## src/rtl/grf_dump.sv

```systemverilog
// rtl/grf_dump.sv - GRF read-side debug walker emitting {index, value} records on a valid/ready stream
// Optional GRF_DUMP_DISPLAY_EN: logs each accepted record and the end of the dump in simulation.
module grf_dump #(
   parameter int unsigned FIRST_REG = 0,
   parameter int unsigned LAST_REG  = 31,
   parameter bit          SKIP_ZERO = 1'b0
) (
   input  logic        clk,
   input  logic        reset,
   input  logic        start,
   output logic        busy,
   output logic        done,
   output logic [4:0]  rd_addr,
   input  logic [31:0] rd_data,
   output logic        out_valid,
   input  logic        out_ready,
   output logic [4:0]  out_idx,
   output logic [31:0] out_data
);

   typedef enum logic [1:0] {IDLE, READ, SEND, DONE} state_t;

   localparam logic [4:0] FIRST = 5'(FIRST_REG);
   localparam logic [4:0] LAST  = 5'(LAST_REG);

   state_t      state_q, state_d;
   logic [4:0]  idx_q, idx_d;
   logic [4:0]  rd_addr_q, rd_addr_d;
   logic [4:0]  out_idx_q, out_idx_d;
   logic [31:0] out_data_q, out_data_d;
   logic        busy_q, busy_d;
   logic        done_q, done_d;
   logic        out_valid_q, out_valid_d;

   always_comb begin
      state_d    = state_q;
      idx_d      = idx_q;
      out_idx_d  = out_idx_q;
      out_data_d = out_data_q;
      case (state_q)
         IDLE: begin
            if (start) begin
               idx_d   = FIRST;
               state_d = READ;
            end
         end
         READ: begin
            out_idx_d  = idx_q;
            out_data_d = rd_data;
            if (SKIP_ZERO && (rd_data == 32'h0)) begin
               if (idx_q == LAST) state_d = DONE;
               else               idx_d   = idx_q + 5'd1;
            end else begin
               state_d = SEND;
            end
         end
         SEND: begin
            // out_valid_q is high for the whole SEND state, so ready alone completes the handshake
            if (out_ready) begin
               if (idx_q == LAST) begin
                  state_d = DONE;
               end else begin
                  idx_d   = idx_q + 5'd1;
                  state_d = READ;
               end
            end
         end
         DONE:    state_d = IDLE;
         default: state_d = IDLE;
      endcase

      // Outputs are decoded from the next state so they line up with the registered state
      rd_addr_d   = (state_d == READ) ? idx_d : 5'd0;
      busy_d      = (state_d != IDLE);
      done_d      = (state_d == DONE);
      out_valid_d = (state_d == SEND);
   end

   always_ff @(posedge clk) begin
      if (reset) begin
         state_q     <= IDLE;
         idx_q       <= 5'd0;
         rd_addr_q   <= 5'd0;
         out_idx_q   <= 5'd0;
         out_data_q  <= 32'h0;
         busy_q      <= 1'b0;
         done_q      <= 1'b0;
         out_valid_q <= 1'b0;
      end else begin
         state_q     <= state_d;
         idx_q       <= idx_d;
         rd_addr_q   <= rd_addr_d;
         out_idx_q   <= out_idx_d;
         out_data_q  <= out_data_d;
         busy_q      <= busy_d;
         done_q      <= done_d;
         out_valid_q <= out_valid_d;
      end
   end

`ifdef GRF_DUMP_DISPLAY_EN
   always_ff @(posedge clk) begin
      if (!reset && out_valid_q && out_ready) $display("dump $%d = %h", out_idx_q, out_data_q);
      if (!reset && done_q) $display("dump end");
   end
`else
`endif

   assign busy      = busy_q;
   assign done      = done_q;
   assign rd_addr   = rd_addr_q;
   assign out_valid = out_valid_q;
   assign out_idx   = out_idx_q;
   assign out_data  = out_data_q;

endmodule

```

## config.mk

```make
export PLATFORM = sky130hd
export DESIGN_NAME = grf_dump
export DESIGN_NICKNAME = d
export VERILOG_FILES = /design/src/rtl/grf_dump.sv
export SDC_FILE = /design/constraint.sdc
export NUM_CORES = 1
export LEC_CHECK = 0
export ABC_AREA = 1
export BUFFER_PORTS_ARGS = -buffer_cell sky130_fd_sc_hd__buf_2
export CAP_MARGIN = 40
export CORE_UTILIZATION = 52
export CTS_BUF_LIST = sky130_fd_sc_hd__clkbuf_2 sky130_fd_sc_hd__clkbuf_4 sky130_fd_sc_hd__clkbuf_8
export CTS_CLUSTER_DIAMETER = 200
export DETAILED_ROUTE_END_ITERATION = 10
export PLACE_DENSITY = 0.92
export SYNTH_ARGS = -nofsm -noshare
export SYNTH_HDL_FRONTEND = slang
export SYNTH_SLANG_ARGS = --single-unit
```

## constraint.sdc

```tcl
create_clock -name clk -period 2.3 [get_ports clk]
set_input_delay 0 -clock clk [delete_from_list [all_inputs] [get_ports clk]]
set_output_delay 0 -clock clk [all_outputs]
set_load 0.01 [all_outputs]
```

==> flow_summary.json <==
{
  "status": "completed",
  "leakagePower_nw": 1.35,
  "ios": 81,
  "die-area_sq_mm": 0.00391,
  "dpl.hpwl_um": 2880,
  "crit_type": "reg -> reg",
  "ant_nets": 0,
  "die_y_um": 62.6,
  "max_slew.worst_pin.slew_ns": 0.615,
  "drtIter0Drc": 131,
  "antenna_cells": 0,
  "overflow": 0,
  "row_count": 21,
  "synthesis.instances": 236,
  "tritoncts": "yes",
  "firstDrtPassIters": 4,
  "hold_depth": 4,
  "crit_fanout": 35,
  "final_common_cell": "buf_2",
  "min_from": "out_ready",
  "core_area_sq_mm": 0.00342,
  "grt_max_degree": 41,
  "drive_gt1_share_pct": 30.4,
  "route.detailed.drc": 0,
  "slew_headroom_pct": 59.0,
  "critPathBufInv": 2,
  "synth_area_sq_mm": 0.00191,
  "syn_nets": 273,
  "ys_ff_latch": 52,
  "htree_levels": 2,
  "critPathRequiredTime_ns": 2.60,
  "antenna_found_initial": 0,
  "clockRootBuffer": "clkbuf_4",
  "fin_crit_ns": 1.55,
  "port_buffers": 80,
  "grt_pass1_wl_um": 8790,
  "reg2regPathDepth": 6,
  "rsz0062_at_grt": "no",
  "final_util_pct": 79.3,
  "post_cts_buffers": 0,
  "clk_latency_ns": 0.36,
  "die-width_um": 62.6,
  "routedWlPerCell_um": 13.6,
  "hp-class": "in -> reg",
  "cpMaxStageDelayCell": "dfxtp_1",
  "cp_cell_sequence": "inv_2, nor2_4, inv_2, nand2_1, nand2_1, nor2_1",
  "routed_wl_um": 5320,
  "gp_congestion": 0.827,
  "synth_warnings": 0,
  "r2r-start": "state_q[0]$_SDFF_PP0_",
  "fin_setup_tns_ns": 0,
  "peakVddDrop_mv": 0.476,
  "yosysSeqAreaShare_pct": 54.6,
  "cts_repair_resize_count": 0,
  "cts.sinks": 52,
  "final_nets": 382,
  "synth.avg_cell_area_sq_um": 8.08,
  "gr-usage-all-layers_pct": 28.8,
  "path_delay_family": "simple AND/OR/NAND/NOR gates",
  "cp_data_arrival_time_ns": 1.85,
  "clk_pin_slew_ns": 0.14,
  "finalHoldViolations": 0,
  "cpPeakStageDelay_ns": 0.48,
  "crit_start": "state_q[0]$_SDFF_PP0_",
  "skew_ns": 0.0141,
  "min_to": "out_valid$_SDFF_PP0_",
  "viasPerCell": 5.10,
  "worst_setup_path_start_kind": "flop",
  "p_per_area_mw_per_mm2": 636,
  "grt_pass1_vias": 1886,
  "clock_path_buffers": 2,
  "initial_core_util_pct": 55.8,
  "max_freq_mhz": 646,
  "post-route-period-util_pct": 67.3,
  "holdWs_ns": 0.0364,
  "finalSetupViolCount": 0,
  "area_growth_pct": 42.1,
  "vias": 1994,
  "cts_buffers": 5,
  "r2r-end": "out_valid$_SDFF_PP0_",
  "synth.distinct_cells": 20,
  "end_kind": "flop",
  "cap_violations": 0,
  "final_cell_mix": "buf_2 (80), nor2_1 (73), dfxtp_1 (52)",
  "regToRegSetupSlack_ns": 0.75,
  "slew_violations": 0
}
-- worst max-delay path by stage --
stage / to / slack, ns / cells after the start
2_1_floorplan: idx_q[1]$_SDFF_PP0_ / 1.09 / 7
3_3_place_gp: busy$_SDFF_PP0_ / 0.90 / 6
3_5_place_dp: done$_SDFF_PP0_ / 0.81 / 6
4_1_cts: out_valid$_SDFF_PP0_ / 0.78 / 6
5_1_grt: out_valid$_SDFF_PP0_ / 0.63 / 6
6_report: out_valid$_SDFF_PP0_ / 0.75 / 6
-- routing by layer --
layer,GRT usage [%],vias to the layer above,share of wire (%)
met3,7.12,18,7.2
li1,-,970,-
met4,14.8,0,3.4
met5,0,-,0
met1,34.9,909,41
met2,47.1,97,49
-- cell usage after synthesis --
| master | n | area [sq um] |
|---|---|---|
| nand2_1 | 17 | 63.8 |
| or2_2 | 1 | 6.26 |
| clkbuf_1 | 3 | 11.3 |
| inv_2 | 4 | 15.0 |
| nor2_2 | 2 | 12.5 |
| o21ai_0 | 41 | 205 |
| a21oi_2 | 3 | 26.3 |
| xnor2_1 | 1 | 8.76 |
| nand3_1 | 6 | 30.0 |
| inv_1 | 7 | 26.3 |
| nor2_1 | 73 | 274 |
| ha_1 | 1 | 12.5 |
| nor2_4 | 2 | 22.5 |
| clkbuf_2 | 2 | 10.0 |
| nor2_8 | 1 | 20.0 |
| buf_2 | 8 | 40.0 |
| dfxtp_1 | 52 | 1040 |
| nand4_1 | 2 | 12.5 |
| nand2_4 | 3 | 33.8 |
| a21oi_1 | 7 | 35.0 |
-- final cells by class --
class / count / area [sq um]
flip-flops and latches: 52 / 1040
multi-input cells: 160 / 763
repair buffers: 115 / 746
fillers: 219 / 707
well taps: 46 / 57.6
clock buffers: 6 / 51.3
inverters: 11 / 41.3
clock inverters: 1 / 8.76
-- sequential cells by signal, indices dropped and copies added, names as in the netlist --
| name | flops |
|---|---|
| out_data | 32 |
| state_q | 2 |
| busy | 1 |
| out_idx | 5 |
| out_valid | 1 |
| rd_addr | 5 |
| done | 1 |
| idx_q | 5 |
-- where the power goes --
group	internal, W	switching [W]	leakage (nW)
Sequential	0.000963	0.0000361	0.426
Combinational	0.000137	0.000172	0.894
Clock	0.000146	0.000268	0.0343
Total	0.00125	0.000477	1.35
-- kinds of logic after synthesis --
kind of cell | after synthesis | share of synthesized area (%)
AO/OA/AOI/OAI | 51 | 14.0
buffers and inverters | 24 | 5.38
XOR/XNOR | 1 | 0.459
adder cells (fa/ha/maj) | 1 | 0.656
AND/OR/NAND/NOR | 107 | 24.9
flip-flops | 52 | 54.6
-- through the flow --
stage / total power [W] / area [sq um] / std cells / setup slack, ns
finish: 0.00172 / 2710 / 391 / 0.752
detailed placement: 0.00127 / 2320 / 351 / 0.808
CTS: 0.00172 / 2710 / 391 / 0.775
floorplan: 0.00116 / 1910 / 236 / 1.09
global placement: 0.00126 / 2320 / 351 / 0.903
global route: 0.00182 / 2710 / 391 / 0.627
-- worst min-delay path, cell delays in order --
cell	delay [ns]
buf_2	0.15
nand2_4	0.07
nand2_1	0.08
nor2_1	0.05
-- what timing repair did --
action	CTS	global route
setup endpoints to repair	0	0
hold buffers	33	0
hold endpoints to repair	39	0
No activity file was read; power rests on OpenSTA's default activity.
